## src/rtl/riscv_pkg.sv

```systemverilog
// Shared definitions for the instruction fetch slice: datapath width,
// the canonical NOP encoding and the fetch controller state type.
package riscv_pkg;

  localparam int XLEN = 32;

  // addi x0, x0, 0 -- presented on the instruction port while nothing
  // has been fetched yet.
  localparam logic [XLEN-1:0] NOP_INSTR = 32'h0000_0013;

  typedef enum logic [1:0] {
    REQ     = 2'd0,
    HOLD    = 2'd1,
    DISCARD = 2'd2
  } fetch_state_t;

endpackage

```

## src/rtl/fetch_pc_reg.sv

```systemverilog
// Fetch program counter register: reset to RESET_PC, load a word-aligned
// redirect target, or step by one instruction word. Load beats increment.
module fetch_pc_reg
  import riscv_pkg::*;
#(
  parameter int          s        = XLEN,
  parameter logic [s-1:0] RESET_PC = '0
) (
  input  logic         clk,
  input  logic         reset,
  input  logic         load,
  input  logic [s-1:0] load_pc,
  input  logic         incr,
  output logic [s-1:0] fetch_pc
);

  logic [s-1:0] fetch_pc_q;
  logic [s-1:0] fetch_pc_d;

  // Next fetch address: redirect target (low two bits forced to zero) or pc+4.
  always_comb begin
    fetch_pc_d = fetch_pc_q;
    if (load) begin
      fetch_pc_d = load_pc & ~s'(3);
    end else if (incr) begin
      fetch_pc_d = fetch_pc_q + s'(4);
    end
  end

  // Fetch address register with synchronous reset.
  always_ff @(posedge clk) begin
    if (reset) begin
      fetch_pc_q <= RESET_PC;
    end else begin
      fetch_pc_q <= fetch_pc_d;
    end
  end

  assign fetch_pc = fetch_pc_q;

endmodule

```

## src/rtl/instruction_fetch.sv

```systemverilog
// Instruction fetch: issues one word request at a time to instruction
// memory, holds the returned word and its pc for decode behind a
// valid/ready handshake, and drops fetches made stale by a redirect.
module instruction_fetch
  import riscv_pkg::*;
#(
  parameter int           s        = XLEN,
  parameter logic [s-1:0] RESET_PC = '0
) (
  input  logic         clk,
  input  logic         reset,
  output logic         imem_req,
  output logic [s-1:0] imem_addr,
  input  logic         imem_ack,
  input  logic [s-1:0] imem_rdata,
  input  logic         redirect,
  input  logic [s-1:0] redirect_pc,
  output logic         instr_valid,
  input  logic         instr_ready,
  output logic [s-1:0] instruction,
  output logic [s-1:0] pc,
  output logic [s-1:0] pc_plus4
);

  fetch_state_t state_q, state_d;
  logic [s-1:0] instruction_q, instruction_d;
  logic [s-1:0] pc_q, pc_d;
  // Address of the request left in flight when a redirect arrived; it must
  // stay on imem_addr until the memory acknowledges it.
  logic [s-1:0] discard_addr_q, discard_addr_d;

  logic [s-1:0] fetch_pc;
  logic         pc_load;
  logic         pc_incr;

  fetch_pc_reg #(
    .s        (s),
    .RESET_PC (RESET_PC)
  ) u_fetch_pc_reg (
    .clk      (clk),
    .reset    (reset),
    .load     (pc_load),
    .load_pc  (redirect_pc),
    .incr     (pc_incr),
    .fetch_pc (fetch_pc)
  );

  // Next-state and capture decisions; a redirect always retargets fetch_pc.
  always_comb begin
    state_d        = state_q;
    instruction_d  = instruction_q;
    pc_d           = pc_q;
    discard_addr_d = discard_addr_q;
    pc_load        = redirect;
    pc_incr        = 1'b0;
    case (state_q)
      REQ: begin
        if (redirect) begin
          // With an ack this cycle the old request is finished and its
          // data is simply not captured; otherwise it is still in flight.
          if (!imem_ack) begin
            state_d        = DISCARD;
            discard_addr_d = fetch_pc;
          end
        end else if (imem_ack) begin
          instruction_d = imem_rdata;
          pc_d          = fetch_pc;
          pc_incr       = 1'b1;
          state_d       = HOLD;
        end
      end
      HOLD: begin
        if (redirect || instr_ready) begin
          state_d = REQ;
        end
      end
      DISCARD: begin
        if (imem_ack) begin
          state_d = REQ;
        end
      end
      default: begin
        state_d = REQ;
      end
    endcase
  end

  // Controller state and held instruction registers.
  always_ff @(posedge clk) begin
    if (reset) begin
      state_q        <= REQ;
      instruction_q  <= s'(NOP_INSTR);
      pc_q           <= RESET_PC;
      discard_addr_q <= RESET_PC;
    end else begin
      state_q        <= state_d;
      instruction_q  <= instruction_d;
      pc_q           <= pc_d;
      discard_addr_q <= discard_addr_d;
    end
  end

  // Request is suppressed while reset is held so it first rises in the
  // cycle after reset is released.
  assign imem_req    = (state_q != HOLD) && !reset;
  assign imem_addr   = (state_q == DISCARD) ? discard_addr_q : fetch_pc;
  assign instr_valid = (state_q == HOLD);
  assign instruction = instruction_q;
  assign pc          = pc_q;
  assign pc_plus4    = pc_q + s'(4);

endmodule

```

## config.mk

```make
export PLATFORM = sky130hd
export DESIGN_NAME = instruction_fetch
export DESIGN_NICKNAME = d
export VERILOG_FILES = /design/src/rtl/riscv_pkg.sv /design/src/rtl/fetch_pc_reg.sv /design/src/rtl/instruction_fetch.sv
export SDC_FILE = /design/constraint.sdc
export NUM_CORES = 1
export LEC_CHECK = 0
export ABC_AREA = 0
export CAP_MARGIN = 20
export CORE_MARGIN = 1
export CORE_UTILIZATION = 47
export DETAILED_ROUTE_END_ITERATION = 10
export HOLD_SLACK_MARGIN = 0.02
export PLACE_DENSITY = 0.89
export SETUP_SLACK_MARGIN = 0.15
export SLEW_MARGIN = 20
export SYNTH_ARGS = -nofsm -noshare
export SYNTH_HDL_FRONTEND = slang
export SYNTH_HIERARCHICAL = 1
export SYNTH_SLANG_ARGS = --single-unit
```

## constraint.sdc

```tcl
create_clock -name clk -period 3.3 [get_ports clk]
set_input_delay 0.66 -clock clk [delete_from_list [all_inputs] [get_ports clk]]
set_output_delay 0.66 -clock clk [all_outputs]
set_load 0.02 [all_outputs]
```

==> impl_metrics.env <==
export IMPL_outcome="finished, final reports clean"
export IMPL_grt_remaining_overflow=0
export IMPL_yosys_most_used_dff="dfxtp_1"
export IMPL_post_dp_hpwl_mm=13.5
export IMPL_grt_pass1_wl_mm=31.1
export IMPL_worst_skew_pair_late_latency_ns=0.42
export IMPL_clk_path_buf_depth=2
export IMPL_total_power_of_the_final_layout_uw=4130
export IMPL_h_tree_levels=4
export IMPL_synth_yosys_seq_area_share_pct=40.4
export IMPL_end_kind="output pin"
export IMPL_first_drt_pass_iteration_count=5
export IMPL_finish_instance_area_mm2=0.00910
export IMPL_drt_wl_total_mm=19.5
export IMPL_area_growth_synth_to_final_pct=43.3
export IMPL_synth_top_cells_by_area="dfxtp_1, nand2_1, a21oi_1"
export IMPL_num_fill_cells=1032
export IMPL_timing_worst_setup_path_type="register to output pin"
export IMPL_via_count_of_the_first_global_routing_pass=6043
export IMPL_shortest_period_the_worst_path_allows_ns=3.16
export IMPL_dieHeight_um=118
export IMPL_mappedNetlistArea_mm2=0.00635
export IMPL_ir_worst_vdd_mv=0.326
export IMPL_core_area_mm2=0.0132
export IMPL_drv_cap=0
export IMPL_synth_cells=805
export IMPL_pre_cts_ws_ns=0.114
export IMPL_timing_hold_violations_final=0
export IMPL_grt_total_usage_pct=28.1
export IMPL_maxSlewHeadroom_pct=44.0
export IMPL_power_density_mw_per_mm2=454
export IMPL_synthesis_area_per_instance_um2=7.89
export IMPL_netlist_cell_type_count=60
export IMPL_worst_ep_arrival_time_ns=2.50
export IMPL_yosys_register_bits=128
export IMPL_antenna_diode_count=0
export IMPL_finalMaxSlewViolations=0
export IMPL_root_driver="clkbuf_16"
export IMPL_cts_buffers=17
export IMPL_num_io_pins=199
export IMPL_cts_sinks=128
export IMPL_setup_tns_ns=0
export IMPL_post_drt_via_cell_ratio=5.57
export IMPL_netlist_top_cell_by_area="dfxtp_1"
export IMPL_total_leakage_power_uw=0.00346
export IMPL_buffer_ports_inserted=196
export IMPL_worstMarginPinSlew_ns=0.832
export IMPL_period_share_pct=95.8
export IMPL_drt_drc_violations_left=0
export IMPL_fraction_of_final_layout_cells_with_drive_strength_greater_than_1_pct=11.6
export IMPL_route_antenna_remaining_nets=0
export IMPL_maximum_number_of_pins_on_one_net_before_global_route_repair=65
export IMPL_synth_edff_count=0
export IMPL_die_width_um=118
export IMPL_vias=6620
export IMPL_crit_path_start_kind="register"
export IMPL_layout_setup_ws_ns=0.140
export IMPL_drt_iter0_drc=689
export IMPL_initial_antenna_violation_count=0
export IMPL_min_path_type="register to register"
export IMPL_critPathRequiredTime_ns=2.64
export IMPL_post_drt_wl_per_cell_um=16.4
export IMPL_timing_final_setup_violations=0
export IMPL_gpl_final_weighted_congestion=0.943
export IMPL_placement_cell_area_mm2=0.00844
export IMPL_initial_cell_density_of_the_core_pct=48.1
export IMPL_synthMostInstantiatedCell="nand2_1"
export IMPL_floorplan_rows=42
export IMPL_worstPathMaxFanout=6
export IMPL_synth_top_area_share_pct=40.4
export IMPL_clk_pin_slew_ns=0.06
export IMPL_max_freq_ghz=0.316
export IMPL_rsz0062_at_grt="true"
export IMPL_dieArea_mm2=0.0140
export IMPL_clock_skew_final_ns=0.00838
export IMPL_yosysWarningCount=6
export IMPL_layout_nets=1070
export IMPL_cts_tree="yes"
export IMPL_synthTopCellsByCount="nand2_1, dfxtp_1, a21oi_1"
export IMPL_async_flop_share_pct=0
## worst paths after layout
path                                                                  to  cells after the start                         from  slack [ns]
worst max-delay path                                        pc_plus4[30]                      6           pc[2]$_SDFFE_PP0P_        0.14
worst min-delay path                         instruction[9]$_SDFFE_PP0P_                      2  instruction[9]$_SDFFE_PP0P_        0.45
worst max register to register  u_fetch_pc_reg/fetch_pc[17]$_SDFFE_PP0P_                      7      state_q[0]$_SDFFE_PP0P_        0.89
worst min register to register               instruction[9]$_SDFFE_PP0P_                      2  instruction[9]$_SDFFE_PP0P_        0.45
## power breakdown
group | switching [uW] | total (uW) | internal, uW | leakage, uW
Clock | 679 | 1820 | 1140 | 0.000282
Sequential | 92.5 | 1710 | 1620 | 0.00105
Combinational | 309 | 601 | 292 | 0.00213
## layer usage
metal  routed length [um]  global-route usage (%)  vias to the layer above  share of wire, %
li1                     -                       -                     3180                 -
met1                 8320                    35.7                     3083                43
met2                 9170                    45.8                      312                47
met3                 1460                    5.55                       45               7.5
met4                  575                    12.7                        0               2.9
met5                    0                       0                        -                 0
## what timing repair did
item                       CTS  global route
cloned                       0             0
buffers inserted             6             1
pin swaps                    2             1
setup endpoints to repair   15            11
resized for setup           13            13
hold buffers                 0             0
## stage by stage
stage,hold slack (ns),instances,util [%]
finish,0.450,1188,69.0
global route,0.466,1188,69.0
CTS,0.454,1187,68.8
detailed placement,0.446,1149,64.0
global placement,0.438,1149,64.0
floorplan,0.432,806,-
## kinds of logic (layout without fill, tap and decap cells)
logic type | count (synthesis) | in the layout | synth area share (%)
AO/OA/AOI/OAI | 147 | 147 | 13.3
XOR/XNOR | 39 | 39 | 5.38
adder cells (fa/ha/maj) | 2 | 2 | 0.394
buffers and inverters | 67 | 273 | 5.34
flip-flops | 128 | 128 | 40.4
multiplexers | 33 | 33 | 5.83
other | 1 | 2 | 0.0591
AND/OR/NAND/NOR | 388 | 388 | 29.3
## cell type report
type                    count  area (um^2)  area share [%]
clock buffers              21          460            5.06
well taps                 176          220            2.42
clock inverters            11          114            1.25
repair buffers            229         2210            24.3
multi-input cells         611         3480            38.2
flip-flops and latches    128         2570            28.2
inverters                  12         45.0           0.495
## worst max-delay path: stages, from the launching register on
cell and delay, ns:
dfxtp_1 0.42, ha_1 0.23, nand3_2 0.19, nor2_1 0.29
nand4_1 0.18, xnor2_1 0.17, clkdlybuf4s50_1 0.62
## layout by cell type (no fill, tap or decap), types with 8 or more instances in the layout
| master | Yosys | routed |
|---|---|---|
| a211oi_1 | 11 | 11 |
| a21oi_1 | 106 | 106 |
| and3_1 | 13 | 13 |
| buf_4 | 5 | 34 |
| clkbuf_16 | 0 | 17 |
| clkdlybuf4s50_1 | 0 | 178 |
| dfxtp_1 | 128 | 125 |
| dlymetal6s2s_1 | 0 | 8 |
| inv_1 | 10 | 10 |
| mux2_2 | 30 | 30 |
| nand2_1 | 224 | 224 |
| nand3_1 | 25 | 24 |
| nand4_1 | 22 | 22 |
| nor2_1 | 33 | 33 |
| nor4_1 | 14 | 13 |
| xnor2_1 | 24 | 24 |
| xor2_1 | 15 | 15 |
(Power assumes the default switching activity.)
